`src/rtl/general_register_file_decoded.sv`:
```
`default_nettype none
// ============================================================================
// Module   : general_register_file_decoded
// Purpose  : Eight x86 general registers with built-in register-code decode,
//            registered read ports and a byte-merging write port with bypass.
// Revision : 1.0  initial release
// ============================================================================
module general_register_file_decoded #(
    parameter int          READ_PORTS    = 2,
    parameter logic [31:0] RESET_EDX     = 32'h0000_0308,
    parameter int          BYPASS_ENABLE = 1
) (
    input  logic                       clock,
    input  logic                       reset,
    input  logic [READ_PORTS-1:0]      read_valid,
    input  logic [3*READ_PORTS-1:0]    read_code,
    input  logic [READ_PORTS-1:0]      read_w_in_instruction,
    input  logic [READ_PORTS-1:0]      read_w,
    input  logic [READ_PORTS-1:0]      read_operand_size_32,
    output logic [32*READ_PORTS-1:0]   read_data,
    output logic [READ_PORTS-1:0]      read_data_valid,
    input  logic                       write_valid,
    input  logic [2:0]                 write_code,
    input  logic                       write_w_in_instruction,
    input  logic                       write_w,
    input  logic                       write_operand_size_32,
    input  logic [31:0]                write_data,
    output logic [255:0]               register_dump
);

    localparam logic [1:0] c_KIND_LO    = 2'd0;
    localparam logic [1:0] c_KIND_HI    = 2'd1;
    localparam logic [1:0] c_KIND_WORD  = 2'd2;
    localparam logic [1:0] c_KIND_DWORD = 2'd3;

    // Returns {physical register index, access kind}.
    function automatic logic [4:0] decode(input logic       wi,
                                          input logic       w,
                                          input logic       os32,
                                          input logic [2:0] code);
        if (wi && !w)
            decode = {1'b0, code[1:0], (code[2] ? c_KIND_HI : c_KIND_LO)};
        else
            decode = {code, (os32 ? c_KIND_DWORD : c_KIND_WORD)};
    endfunction

    function automatic logic [31:0] merge(input logic [31:0] old_val,
                                          input logic [31:0] data,
                                          input logic [1:0]  kind);
        case (kind)
            c_KIND_LO:   merge = {old_val[31:8], data[7:0]};
            c_KIND_HI:   merge = {old_val[31:16], data[7:0], old_val[7:0]};
            c_KIND_WORD: merge = {old_val[31:16], data[15:0]};
            default:     merge = data;
        endcase
    endfunction

    function automatic logic [31:0] extract(input logic [31:0] val,
                                            input logic [1:0]  kind);
        case (kind)
            c_KIND_LO:   extract = {24'b0, val[7:0]};
            c_KIND_HI:   extract = {24'b0, val[15:8]};
            c_KIND_WORD: extract = {16'b0, val[15:0]};
            default:     extract = val;
        endcase
    endfunction

    logic [31:0] r_regs [8];
    logic [4:0]  w_wr_dec;
    logic [31:0] w_wr_merged;

    assign w_wr_dec    = decode(write_w_in_instruction, write_w,
                                write_operand_size_32, write_code);
    assign w_wr_merged = merge(r_regs[w_wr_dec[4:2]], write_data, w_wr_dec[1:0]);

    // Reset wins over a simultaneous write.
    always_ff @(posedge clock) begin
        if (reset) begin
            for (int k = 0; k < 8; k++)
                r_regs[k] <= (k == 2) ? RESET_EDX : 32'h0;
        end else if (write_valid) begin
            r_regs[w_wr_dec[4:2]] <= w_wr_merged;
        end
    end

    genvar gi;
    generate
        for (gi = 0; gi < READ_PORTS; gi++) begin : g_read
            logic [4:0]  w_dec;
            logic        w_hit;
            logic [31:0] w_src;
            logic [31:0] r_data;
            logic        r_valid;

            assign w_dec = decode(read_w_in_instruction[gi], read_w[gi],
                                  read_operand_size_32[gi], read_code[3*gi +: 3]);
            assign w_hit = (BYPASS_ENABLE != 0) && write_valid &&
                           (w_dec[4:2] == w_wr_dec[4:2]);
            assign w_src = w_hit ? w_wr_merged : r_regs[w_dec[4:2]];

            always_ff @(posedge clock) begin
                if (reset) begin
                    r_data  <= 32'h0;
                    r_valid <= 1'b0;
                end else begin
                    r_valid <= read_valid[gi];
                    if (read_valid[gi])
                        r_data <= extract(w_src, w_dec[1:0]);
                end
            end

            assign read_data[32*gi +: 32] = r_data;
            assign read_data_valid[gi]    = r_valid;
        end
    endgenerate

    genvar gj;
    generate
        for (gj = 0; gj < 8; gj++) begin : g_dump
            assign register_dump[32*gj +: 32] = r_regs[gj];
        end
    endgenerate

endmodule
`default_nettype wire

```
`config.mk`:
```
export PLATFORM = sky130hd
export DESIGN_NAME = general_register_file_decoded
export DESIGN_NICKNAME = d
export VERILOG_FILES = /design/src/rtl/general_register_file_decoded.sv
export SDC_FILE = /design/constraint.sdc
export NUM_CORES = 1
export LEC_CHECK = 0
export BUFFER_PORTS_ARGS = -buffer_cell sky130_fd_sc_hd__buf_2
export CAP_MARGIN = 0
export CORE_ASPECT_RATIO = 1.25
export CORE_UTILIZATION = 50
export CTS_CLUSTER_DIAMETER = 50
export DETAILED_ROUTE_END_ITERATION = 16
export PLACE_DENSITY_LB_ADDON = 0.1
export SLEW_MARGIN = 40
export SYNTH_ARGS = -nofsm -noshare
export SYNTH_HDL_FRONTEND = slang
export SYNTH_SLANG_ARGS = --single-unit
```
`constraint.sdc`:
```
create_clock -name clock -period 3.35 [get_ports clock]
set_clock_uncertainty 0.1 [all_clocks]
set_input_delay 0.67 -clock clock [delete_from_list [all_inputs] [get_ports clock]]
set_output_delay 0.67 -clock clock [all_outputs]
set_load 0.01 [all_outputs]
```
---- Word-level counts from Yosys, hierarchy flattened ----
Memory sizes are Yosys's and may differ from the RTL's.
Cells that the tools add are included.
storage, ports and cells
  flip-flop bits (word level) ............. 66
  bits in writable memories ............... 256
  input bits .............................. 55
  memories ................................ 1
memory list
  memory  words  width  rd ports  clocked after Yosys merged registers in  wr ports  RTL line  source
  r_regs  8      32     11        0                                        8         68        logic [31:0] r_regs [8];
cells by class
  equality and inequality tests ........... 8
  mux-type cells .......................... 22
  reductions and logical operators ........ 12
operators with widths
  operator            count
  $pmux 32 s3         3
  $mux 32             3
  $reduce_or 32->1    1
  $mux 5              3
  $mux 1              12
  $eq 2x1->1 const B  3
  $eq 2x2->1 const B  3
  $eq 3x3->1          2
  $logic_not 2->1     3
  $logic_and 1x1->1   5
  $logic_not 1->1     3
  $mux 3              1

---- Longest topological paths before layout ----
Gate-level depths: netlist of the first run.
  depth after elaboration ................. 7
  gate-level depth with buffers ........... 9
  mapped depth without buffers ............ 6

---- Worst setup path after synthesis of the first run ----
OpenSTA, ideal clock, no wires.
  path kind ............................... in2reg
  start ................................... input port write_code[0]
  end ..................................... memory r_regs[2][0] (enable)
  setup time .............................. 394 ps
  data arrival time ....................... 2579 ps
  data required time ...................... 2856 ps
  path slack .............................. 277 ps
  cell stages on the path ................. 8
  path buffers ............................ 5
  path through ............................ buf_6 -> buf_6 -> buf_6 -> buf_2 -> nor2_1 -> nand2_1 -> clkbuf_1 -> nand2b_1
RTL lines
  element          RTL line  source
  start, declared  23        input logic [2:0] write_code,
  end, declared    68

==> results of run 1 <==
[per-layer routing]
| metal | part of all wire (%) | up-vias | track usage, % |
|---|---|---|---|
| li1 | - | 6053 | - |
| met5 | 0 | - | 0 |
| met3 | 11 | 229 | 6.85 |
| met4 | 5.5 | 0 | 20.7 |
| met1 | 35 | 7366 | 47.4 |
| met2 | 48 | 1182 | 60.9 |
[synth_stat cells, types with 2 or more instances]
cell       instances
nor2_1           291
edfxtp_1         256
mux4_2           149
nand2_1          124
dfxtp_1           66
nand3_1           57
mux2i_1           54
clkbuf_1          46
buf_2             41
o221ai_1          31
mux2_2            24
a21oi_1           23
o21ai_0           21
buf_4             17
o21ai_2           15
o22ai_1           13
nand2b_1          12
mux2i_4           11
mux4_1            11
a32oi_1           10
a311oi_1           8
o2bb2ai_2          8
buf_6              7
a22oi_1            6
nand4_1            6
nor3_1             6
or3_1              6
and3_1             5
buf_1              5
a2bb2oi_1          4
inv_1              4
nor2b_1            4
o211ai_1           4
xnor2_1            4
o21ai_1            3
a211oi_1           2
nor4b_1            2
o221a_2            2
o221ai_2           2
[area by class of cell]
type	count	area (um2)	area share [%]
Sequential cell	322	9010	41.5
Tap cell	468	586	2.70
Timing Repair Buffer	458	2660	12.3
Multi-Input combinational cell	926	8130	37.5
Clock buffer	47	1060	4.88
Inverter	5	18.8	0.0865
Antenna cell	4	10.0	0.0461
Clock inverter	20	223	1.03
[worst paths after layout]
kind / endpoint / slack (ps) / cells past startpoint
setup / recovery: r_regs[7][28] / 970 / 7
hold / removal: g_read[0].r_data[22] / 370 / 2
setup reg to reg: g_read[1].r_data[12] / 1200 / 7
hold reg to reg: g_read[0].r_data[22] / 370 / 2
[sequential cells by signal, summed over array words and instances (netlist names)]
name            count
r_regs            256
g_read.r_valid      2
g_read.r_data      64
[placed cells by master, fill, tap and decap left out, types with 10 or more instances in the layout]
cell type  Yosys  final
mux2_2        24     24
buf_2         41    371
mux4_2       149    149
clkbuf_16      0     39
nand2_1      124    114
dfxtp_1       66     66
o21ai_2       15     15
mux2i_4       11     11
mux4_1        11     11
nor2_1       291    289
a32oi_1       10     10
o221ai_1      31     31
nand3_1       57     57
nand2_2        1     11
edfxtp_1     256    256
o22ai_1       13     13
buf_4         17     75
o21ai_0       21     21
mux2i_1       54     54
a21oi_1       23     23
buf_12         0     12
[power breakdown]
group	leakage (nW)	internal (mW)	total [mW]	switching, mW
sequential	3.19	4.51	4.71	0.202
clock	0.639	2.57	4.30	1.73
combinational	4.97	0.717	1.73	1.02
total	8.80	7.79	10.7	2.95
[metrics by stage]
stage          utilization, %  instances  cell area (um2)  hold WS [ps]
6_report                 62.5       2250            21700           368
5_1_grt                  62.5       2247            21700           394
4_1_cts                  62.5       2246            21700           368
3_5_place_dp             58.8       2179            20400           346
3_3_place_gp             58.8       2179            20400           351
2_1_floorplan               -       1370            17700           403
[critical path, delay by kind of cell]
kind                   cells  cell delay, ps
AND/OR/NAND/NOR            3             260
buffers and inverters      2             850
multiplexers               1             540
AO/OA/AOI/OAI              1             210
[cells by family (layout without fill, tap and decap cells)]
kind of cell / count (synthesis) / in the layout
other: 0 / 4
muxes: 249 / 249
and+or+nand+nor: 519 / 519
buffers and inverters: 122 / 530
DFF: 322 / 322
xor gates and xnor gates: 4 / 4
AOI/OAI and AO/OA: 154 / 154
==> results.json, run 1 <==
{
  "status": "finished clean",
  "cts_root_buffer": "clkbuf_16",
  "ys_types": 49,
  "start_util_pct": 51.0,
  "worstSetupPathType": "in -> reg",
  "drtAntennaViolNets": 0,
  "critPathMaxFanout": 26,
  "end_kind": "flip-flop",
  "cp_common_cell": "buf_4",
  "drc": 0,
  "period_minus_slack_ps": 2380,
  "post-route-worst-setup-slack_ps": 969,
  "rr_startpoint": "r_regs[0][12]",
  "clkTransAtPathRegs_ps": 60,
  "h-tree-depth": 2,
  "required_ps": 3510,
  "grt_use_total_pct": 37.4,
  "wl_per_cell_um": 30.1,
  "fmax_mhz": 420,
  "finalPower_mw": 10.7,
  "vias": 14800,
  "grt_pass1_wl_um": 95700,
  "cts_resized": 0,
  "synth_compound_area_share_pct": 6.73,
  "synth_ff_type": "edfxtp_1",
  "post-route-period-util_pct": 71.1,
  "postCtsSetupBuffers": 0,
  "critPathMaxStageDelay_ps": 540,
  "via_per_inst": 6.59,
  "gp_congestion": 0.978,
  "nFillCells": 2764,
  "synth_top_cell_area_share_pct": 43.4,
  "antenna_found_initial": 4,
  "postSynthRegisterBits": 322,
  "cts_tree": "yes",
  "synth_xor_area_share_pct": 0.198,
  "io_pins": 377,
  "drt_first_iter_violations": 2117,
  "drive_above_1_share_pct": 42.7,
  "cts_buffer_depth": 3,
  "hpwl_um": 45800,
  "synthCells": 1370,
  "synth.area.top_cells": "edfxtp_1, mux4_2, dfxtp_1, nor2_1, mux2i_1",
  "nNetsFinal": 1805,
  "synth_mux_area_share_pct": 26.6,
  "rsz0062_at_grt": "false",
  "synth_top_family_by_area": "multiplexers",
  "yosysTopAreaCell": "edfxtp_1",
  "insertion_delay_ps": 540,
  "die_height_um": 212,
  "hold_class": "reg -> reg",
  "first_pass_iters": 6,
  "async_flop_share_pct": 0,
  "place_ws_ps": 368,
  "setup_violations": 0,
  "arrival_ps": 2550,
  "synth-simple-area-share_pct": 12.1,
  "relSlewSlack_pct": 46.6,
  "grt_max_degree": 45,
  "setup_tns_ps": 0,
  "syn_area_per_cell_um2": 12.9,
  "io_buffers": 376,
  "coreArea_um2": 34700,
  "grt_pass1_vias": 14200,
  "synth_fa_ha_area_share_pct": 0,
  "die_x_um": 170,
  "synthToLayoutAreaGrowth_pct": 22.5,
  "ir_drop_v": 0.000330,
  "drv_cap": 0,
  "drv_slew": 0,
  "path_cells": "buf_4 -> buf_4 -> mux4_2 -> nand2_1 -> nand3_1 -> o21ai_2 -> nor2_1",
  "wirelength_um": 67700,
  "cp_slowest_cell": "mux4_2",
  "cts-hold-fix-buffers": 0,
  "clock_sinks": 322,
  "grt-ovfl-total": 0,
  "syn_nets": 1425,
  "synth-seq-area-share_pct": 50.9,
  "cts_buffers": 37,
  "hold_viol": 0,
  "fp.dieArea_um2": 36200,
  "hp-start": "g_read[0].r_data[22]",
  "yosysWarnings": 0,
  "start_kind": "primary input",
  "synth-edff-count": 256,
  "worst_pin_slew_ps": 798,
  "p_leak_nw": 8.80,
  "pwr_density_cell_nw_per_um2": 495,
  "startpoint": "write_code[0]",
  "syn_area_um2": 17700,
  "rows": 76
}
No activity file was read; power rests on OpenSTA's default activity.
==> inputs of run 2 (changes only) <==
- ABC_AREA: not set -> 1
- clock period: 3.35 -> 2.4 ns (I/O delays scaled with it)
==> run 2 against run 1 <==
Compared with the run above: clock power grew 47%; routed wire length rose by 38%; die area is 7.3% higher; synthesized area increased by 7.4%; largest power group unchanged; highest routed layer is now met5.
==> results.json, run 2 <==
{
  "status": "finished clean",
  "start_kind": "flip-flop",
  "worst_pin_slew_ps": 580,
  "grt_max_degree": 86,
  "largest_reg_flops": 256,
  "async_flop_share_pct": 0,
  "period_minus_slack_ps": 2150,
  "end_kind": "flip-flop",
  "final_cells": 3619,
  "rrSetupSlack_ps": 250,
  "timing.rr.end": "r_regs[0][30]",
  "path_buf_inv": 2,
  "h-tree-depth": 2,
  "cp_slowest_cell": "o21ai_0",
  "synth_top_cell_area_share_pct": 40.4,
  "coreArea_um2": 37400,
  "syn_area_per_cell_um2": 7.08,
  "synthTopCellsByCount": "nand2_1, nor2_1, nand3_1, edfxtp_1, o21ai_0",
  "worstSetupPathType": "reg -> reg",
  "yosysTopAreaCell": "edfxtp_1",
  "syn_area_um2": 19000,
  "wirelength_um": 93400,
  "cts-hold-fix-buffers": 0,
  "die_height_um": 220,
  "hold_depth": 5,
  "reg2reg_depth": 9,
  "drv_slew": 0,
  "io_pins": 377,
  "placed_cells": 3542,
  "post-route-period-util_pct": 89.6,
  "final_common_cell": "nand2_1",
  "insertion_delay_ps": 570,
  "rr_startpoint": "r_regs[6][30]",
  "hp-start": "read_valid[1]",
  "die_x_um": 176,
  "grt_pass1_wl_um": 134000,
  "hold_class": "in -> reg",
  "clock_sinks": 322,
  "yosysWarnings": 0,
  "setup_tns_ps": 0,
  "holdPathEnd": "g_read[1].r_data[8]",
  "grt-ovfl-total": 0,
  "rows": 79,
  "postCtsSetupBuffers": 0,
  "pwr_density_cell_nw_per_um2": 671,
  "cts_buffer_depth": 3,
  "fmax_mhz": 465,
  "io_buffers": 376,
  "cts_resized": 0,
  "postSynthRegisterBits": 322,
  "drv_cap": 0,
  "drc": 0,
  "whs_ps": 291,
  "synth-edff-count": 256,
  "start_util_pct": 50.9,
  "fp.dieArea_um2": 38800,
  "final_cell_mix": "nand2_1, nor2_1, buf_2",
  "largestRegisters": "r_regs: 256 flops, g_read.r_data: 64 flops, g_read.r_valid: 2 flops",
  "cp_common_cell": "nand2_1",
  "synthToLayoutAreaGrowth_pct": 26.8,
  "nNetsFinal": 3154,
  "vias": 22200,
  "post-route-util_pct": 64.6,
  "rsz0062_at_grt": "false",
  "synth_ff_type": "edfxtp_1",
  "cp_top_family": "simple AND/OR/NAND/NOR gates",
  "drive_above_1_share_pct": 21.9,
  "ys_types": 27,
  "drtAntennaViolNets": 0,
  "clkTransAtPathRegs_ps": 60,
  "relSlewSlack_pct": 61.3,
  "ir_drop_v": 0.000727,
  "regMostFlops": "r_regs",
  "cts_root_buffer": "clkbuf_16",
  "first_pass_iters": 9,
  "setup_violations": 0,
  "required_ps": 2720,
  "grt_use_total_pct": 47.8,
  "gp_congestion": 0.991,
  "path_cells": "inv_1 -> o21ai_0 -> nand2_1 -> nand2_1 -> nand2_1 -> nand3_1 -> nand2_1 -> buf_12 -> nor2_1",
  "synth-seq-area-share_pct": 47.4,
  "antenna_found_initial": 4,
  "syn_nets": 2740,
  "wl_per_cell_um": 25.8,
  "cts_buffers": 41,
  "dpl_cell_area_um2": 22700,
  "grt_pass1_vias": 20900,
  "synthCells": 2685,
  "critPathMaxStageDelay_ps": 460,
  "hpwl_um": 65600,
  "startpoint": "r_regs[6][30]",
  "arrival_ps": 2470,
  "p_leak_nw": 11.1,
  "synth.most_common_cell": "nand2_1",
  "hold_viol": 0,
  "critPathMaxFanout": 5,
  "finalInstanceArea_um2": 24100,
  "via_per_inst": 6.13,
  "cts_tree": "yes",
  "synth.area.top_cells": "edfxtp_1, nand2_1, nor2_1, nand3_1, dfxtp_1",
  "drt_first_iter_violations": 3193
}
run 2: cell types whose count changed in the layout (fill, tap and decap cells not counted), moves of 31 or more:
cell | before | now
nand3_1 | 57 | 305
o221ai_1 | 31 | 0
nor2_1 | 289 | 569
buf_12 | 12 | 48
buf_4 | 75 | 138
inv_1 | 4 | 105
mux4_2 | 149 | 0
nand2_1 | 114 | 736
a21oi_1 | 23 | 143
o21ai_0 | 21 | 216
mux2i_1 | 54 | 0
run 2: layout make-up:
cell class                      count  area [um2]
Fill cell                        3364       13200
Tap cell                          486         608
Inverter                          128         483
Clock buffer                       51        1100
Sequential cell                   322        9010
Clock inverter                     24         289
Antenna cell                        2        5.00
Timing Repair Buffer              559        3860
Multi-Input combinational cell   2047        8760
run 2: where the power goes:
| part | leakage, nW | switching, mW | internal, mW |
|---|---|---|---|
| Clock | 0.677 | 2.68 | 3.66 |
| Combinational | 7.26 | 2.18 | 1.05 |
| Sequential | 3.18 | 0.309 | 6.30 |
run 2: worst reg2reg max path, cell delays in order (launching register included):
cell and delay, ps:
edfxtp_1 390, inv_1 90, o21ai_0 460, nand2_1 110
nand2_1 90, nand2_1 60, nand3_1 160, nand2_1 240
buf_12 220, nor2_1 100
run 2: cell families (layout without fill, tap and decap cells):
kind of cell / after synthesis / after routing / share of synthesized area, %
simple gates: 1659 / 1659 / 35.3
compound gates: 386 / 386 / 10.5
flops: 322 / 322 / 47.4
buf+inv: 316 / 762 / 6.73
xor+xnor: 2 / 2 / 0.0921
other cells: 0 / 2 / 0
run 2: worst max path at each step:
stage / endpoint / slack [ps] / cells after the start
3_5_place_dp: g_read[0].r_data[24] / -170 / 15
4_1_cts: r_regs[0][30] / 400 / 9
2_1_floorplan: r_regs[6][0] / -60 / 9
6_report: r_regs[0][30] / 250 / 9
5_1_grt: g_read[0].r_data[24] / 260 / 15
3_3_place_gp: g_read[0].r_data[24] / -120 / 15
run 2: through the flow:
stage | total power [mW] | worst slack, ps
after CTS | 16.0 | 400
after global placement | 9.75 | -121
after global routing | 16.5 | 258
after detailed placement | 9.78 | -168
final | 16.2 | 249
after floorplan | 8.14 | -57.2
run 2: metal layers:
metal | vias to the layer above | part of all wire [%] | GRT usage (%)
met5 | - | 0.047 | 0
met4 | 6 | 12 | 46.2
met3 | 539 | 11 | 11.4
met2 | 1788 | 47 | 78.3
met1 | 10200 | 30 | 50.2
li1 | 9634 | - | -
==> inputs of run 3 (changes only) <==
- CELL_PAD_IN_SITES_DETAIL_PLACEMENT: not set -> 1
- CELL_PAD_IN_SITES_GLOBAL_PLACEMENT: not set -> 1
- CORE_UTILIZATION: 50 -> 40
==> run 3 against run 2 <==
Compared with the run above: hold slack got worse by 28 ps; clock power rose by 2%; sequential power rose by 1%; global-route usage fell by 2.6 points; routed wire length rose by 17%; critical path depth rose by 3; cell count rose by 5.4%; die area rose by 25%; core utilization fell by 11 points; register-to-register slack improved by 190 ps; via count rose by 1.8%; largest cell class unchanged; fmax rose by 0.31%.
==> results.json, run 3 (same netlist as run 2, synthesis figures left out) <==
{
  "die_x_um": 197,
  "hold_viol": 0,
  "required_ps": 2750,
  "io_pins": 377,
  "cts-hold-fix-buffers": 0,
  "setup_tns_ps": 0,
  "io_buffers": 376,
  "cts_buffer_depth": 3,
  "critPathMaxStageDelay_ps": 320,
  "pwr-share-seq_pct": 40.2,
  "swShare_pct": 32.4,
  "largest_reg_flops": 256,
  "relSlewSlack_pct": 44.0,
  "end_kind": "flip-flop",
  "worst_pin_slew_ps": 836,
  "cp.depth": 12,
  "drv_cap": 0,
  "cts_buffers": 41,
  "postCtsSetupBuffers": 0,
  "antenna_found_initial": 6,
  "setup_violations": 0,
  "vias": 22600,
  "power_frac_comb_pct": 21.0,
  "hpwl_um": 78600,
  "rrSetupSlack_ps": 440,
  "drv_slew": 0,
  "pwr_density_cell_nw_per_um2": 670,
  "start_kind": "primary input",
  "first_pass_iters": 5,
  "start_util_pct": 40.8,
  "nFillCells": 6021,
  "p_leak_nw": 11.4,
  "cts_resized": 0,
  "grt_max_degree": 70,
  "die_height_um": 246,
  "endpoint": "g_read[0].r_data[25]",
  "whs_ps": 263,
  "power_switching_mw": 5.39,
  "intPower_mw": 11.2,
  "nNetsFinal": 3206,
  "cts_tree": "yes",
  "grt_pass1_wl_um": 157000,
  "wirelength_um": 109000,
  "gp_congestion": 0.946,
  "drive_above_1_share_pct": 23.2,
  "status": "finished clean",
  "h-tree-depth": 2,
  "post-route-period-util_pct": 89.3,
  "clock_sinks": 322,
  "cts_root_buffer": "clkbuf_16",
  "path_cells": "buf_2 -> inv_1 -> nand2_1 -> nand2_1 -> buf_4 -> buf_4 -> buf_4 -> nand3_1 -> nand2_1 -> a21oi_1 -> nand2_1 -> a21oi_1",
  "cp_top_family": "simple AND/OR/NAND/NOR gates",
  "place_ws_ps": -83.8,
  "synthToLayoutAreaGrowth_pct": 30.4,
  "reg2reg_depth": 9,
  "drtAntennaViolNets": 0,
  "period_minus_slack_ps": 2140,
  "arrival_ps": 2500,
  "final_common_cell": "nand2_1",
  "coreArea_um2": 46600,
  "drc": 0,
  "p_clk_share_pct": 38.9,
  "rr_startpoint": "r_regs[7][29]",
  "final_cell_mix": "nand2_1, nor2_1, buf_2",
  "critPathMaxFanout": 14,
  "largestRegisters": "r_regs: 256 flops, g_read.r_data: 64 flops, g_read.r_valid: 2 flops",
  "cp_common_cell": "nand2_1",
  "grt-ovfl-total": 0,
  "drt_first_iter_violations": 2049,
  "grt_use_total_pct": 45.2,
  "fmax_mhz": 466,
  "wl_per_cell_um": 28.5,
  "path_buf_inv": 5,
  "hold_class": "in -> reg",
  "cp_slowest_cell": "nand3_1",
  "regMostFlops": "r_regs",
  "startpoint": "read_w[0]",
  "rows": 88,
  "rsz0062_at_grt": "false",
  "via_per_inst": 5.92,
  "ir_drop_v": 0.000554,
  "grt_pass1_vias": 23300,
  "insertion_delay_ps": 590,
  "fp.dieArea_um2": 48400,
  "clkTransAtPathRegs_ps": 60,
  "timing.rr.end": "r_regs[0][29]",
  "post-route-worst-setup-slack_ps": 256,
  "worstSetupPathType": "in -> reg"
}
==> run 3: worst min-delay path, stage by stage <==
cell,delay [ps]
buf_2,110
clkinv_1,60
nor2_2,100
nand3_1,100
a21oi_1,50
==> run 3: layer usage <==
layer / GRT usage [%] / share of wire, % / vias to the layer above / wire length [um]
met3: 10.9 / 8.2 / 523 / 8910
met4: 44.6 / 12 / 8 / 12600
met5: 0 / 0.048 / - / 52
met2: 75.5 / 48 / 1327 / 52200
met1: 45.7 / 32 / 11000 / 35100
li1: - / - / 9726 / -
==> run 3: power by group through the flow <==
stage	clock (mW)	combinational (mW)	sequential (mW)
floorplan	0	1.41	6.73
global placement	0	3.25	6.78
detailed placement	0	3.33	6.78
CTS	6.45	3.35	6.66
global route	6.66	3.65	6.69
finish	6.46	3.48	6.68
==> run 3: layout make-up <==
cell class | instances | area [um2] | area share [%]
flip-flops and latches | 322 | 9010 | 36.3
multi-input cells | 2047 | 8760 | 35.3
repair buffers | 611 | 4350 | 17.6
clock buffers | 49 | 1100 | 4.43
well taps | 630 | 788 | 3.18
inverters | 128 | 483 | 1.95
clock inverters | 26 | 294 | 1.19
diodes | 2 | 5.00 | 0.0202
==> run 3: how the worst min path moves through the flow <==
stage / from / end / slack, ps / cells past startpoint
5_1_grt: read_valid[1] / g_read[1].r_data[11] / 290 / 5
6_report: read_valid[1] / g_read[1].r_data[11] / 260 / 5
3_3_place_gp: g_read[0].r_data[10] / g_read[0].r_data[10] / 360 / 2
2_1_floorplan: g_read[0].r_data[10] / g_read[0].r_data[10] / 390 / 2
3_5_place_dp: g_read[0].r_data[15] / g_read[0].r_data[15] / 360 / 2
4_1_cts: read_valid[1] / g_read[1].r_data[11] / 250 / 5
==> run 3: per-stage QoR <==
step / total power [mW] / util (%) / instance area (um2) / cells
after global routing: 17.0 / 53.2 / 24800 / 3813
after detailed placement: 10.1 / 50.2 / 23400 / 3738
final: 16.6 / 53.2 / 24800 / 3815
after CTS: 16.5 / 53.2 / 24800 / 3813
after floorplan: 8.14 / - / 19100 / 2685
after global placement: 10.0 / 50.2 / 23400 / 3738
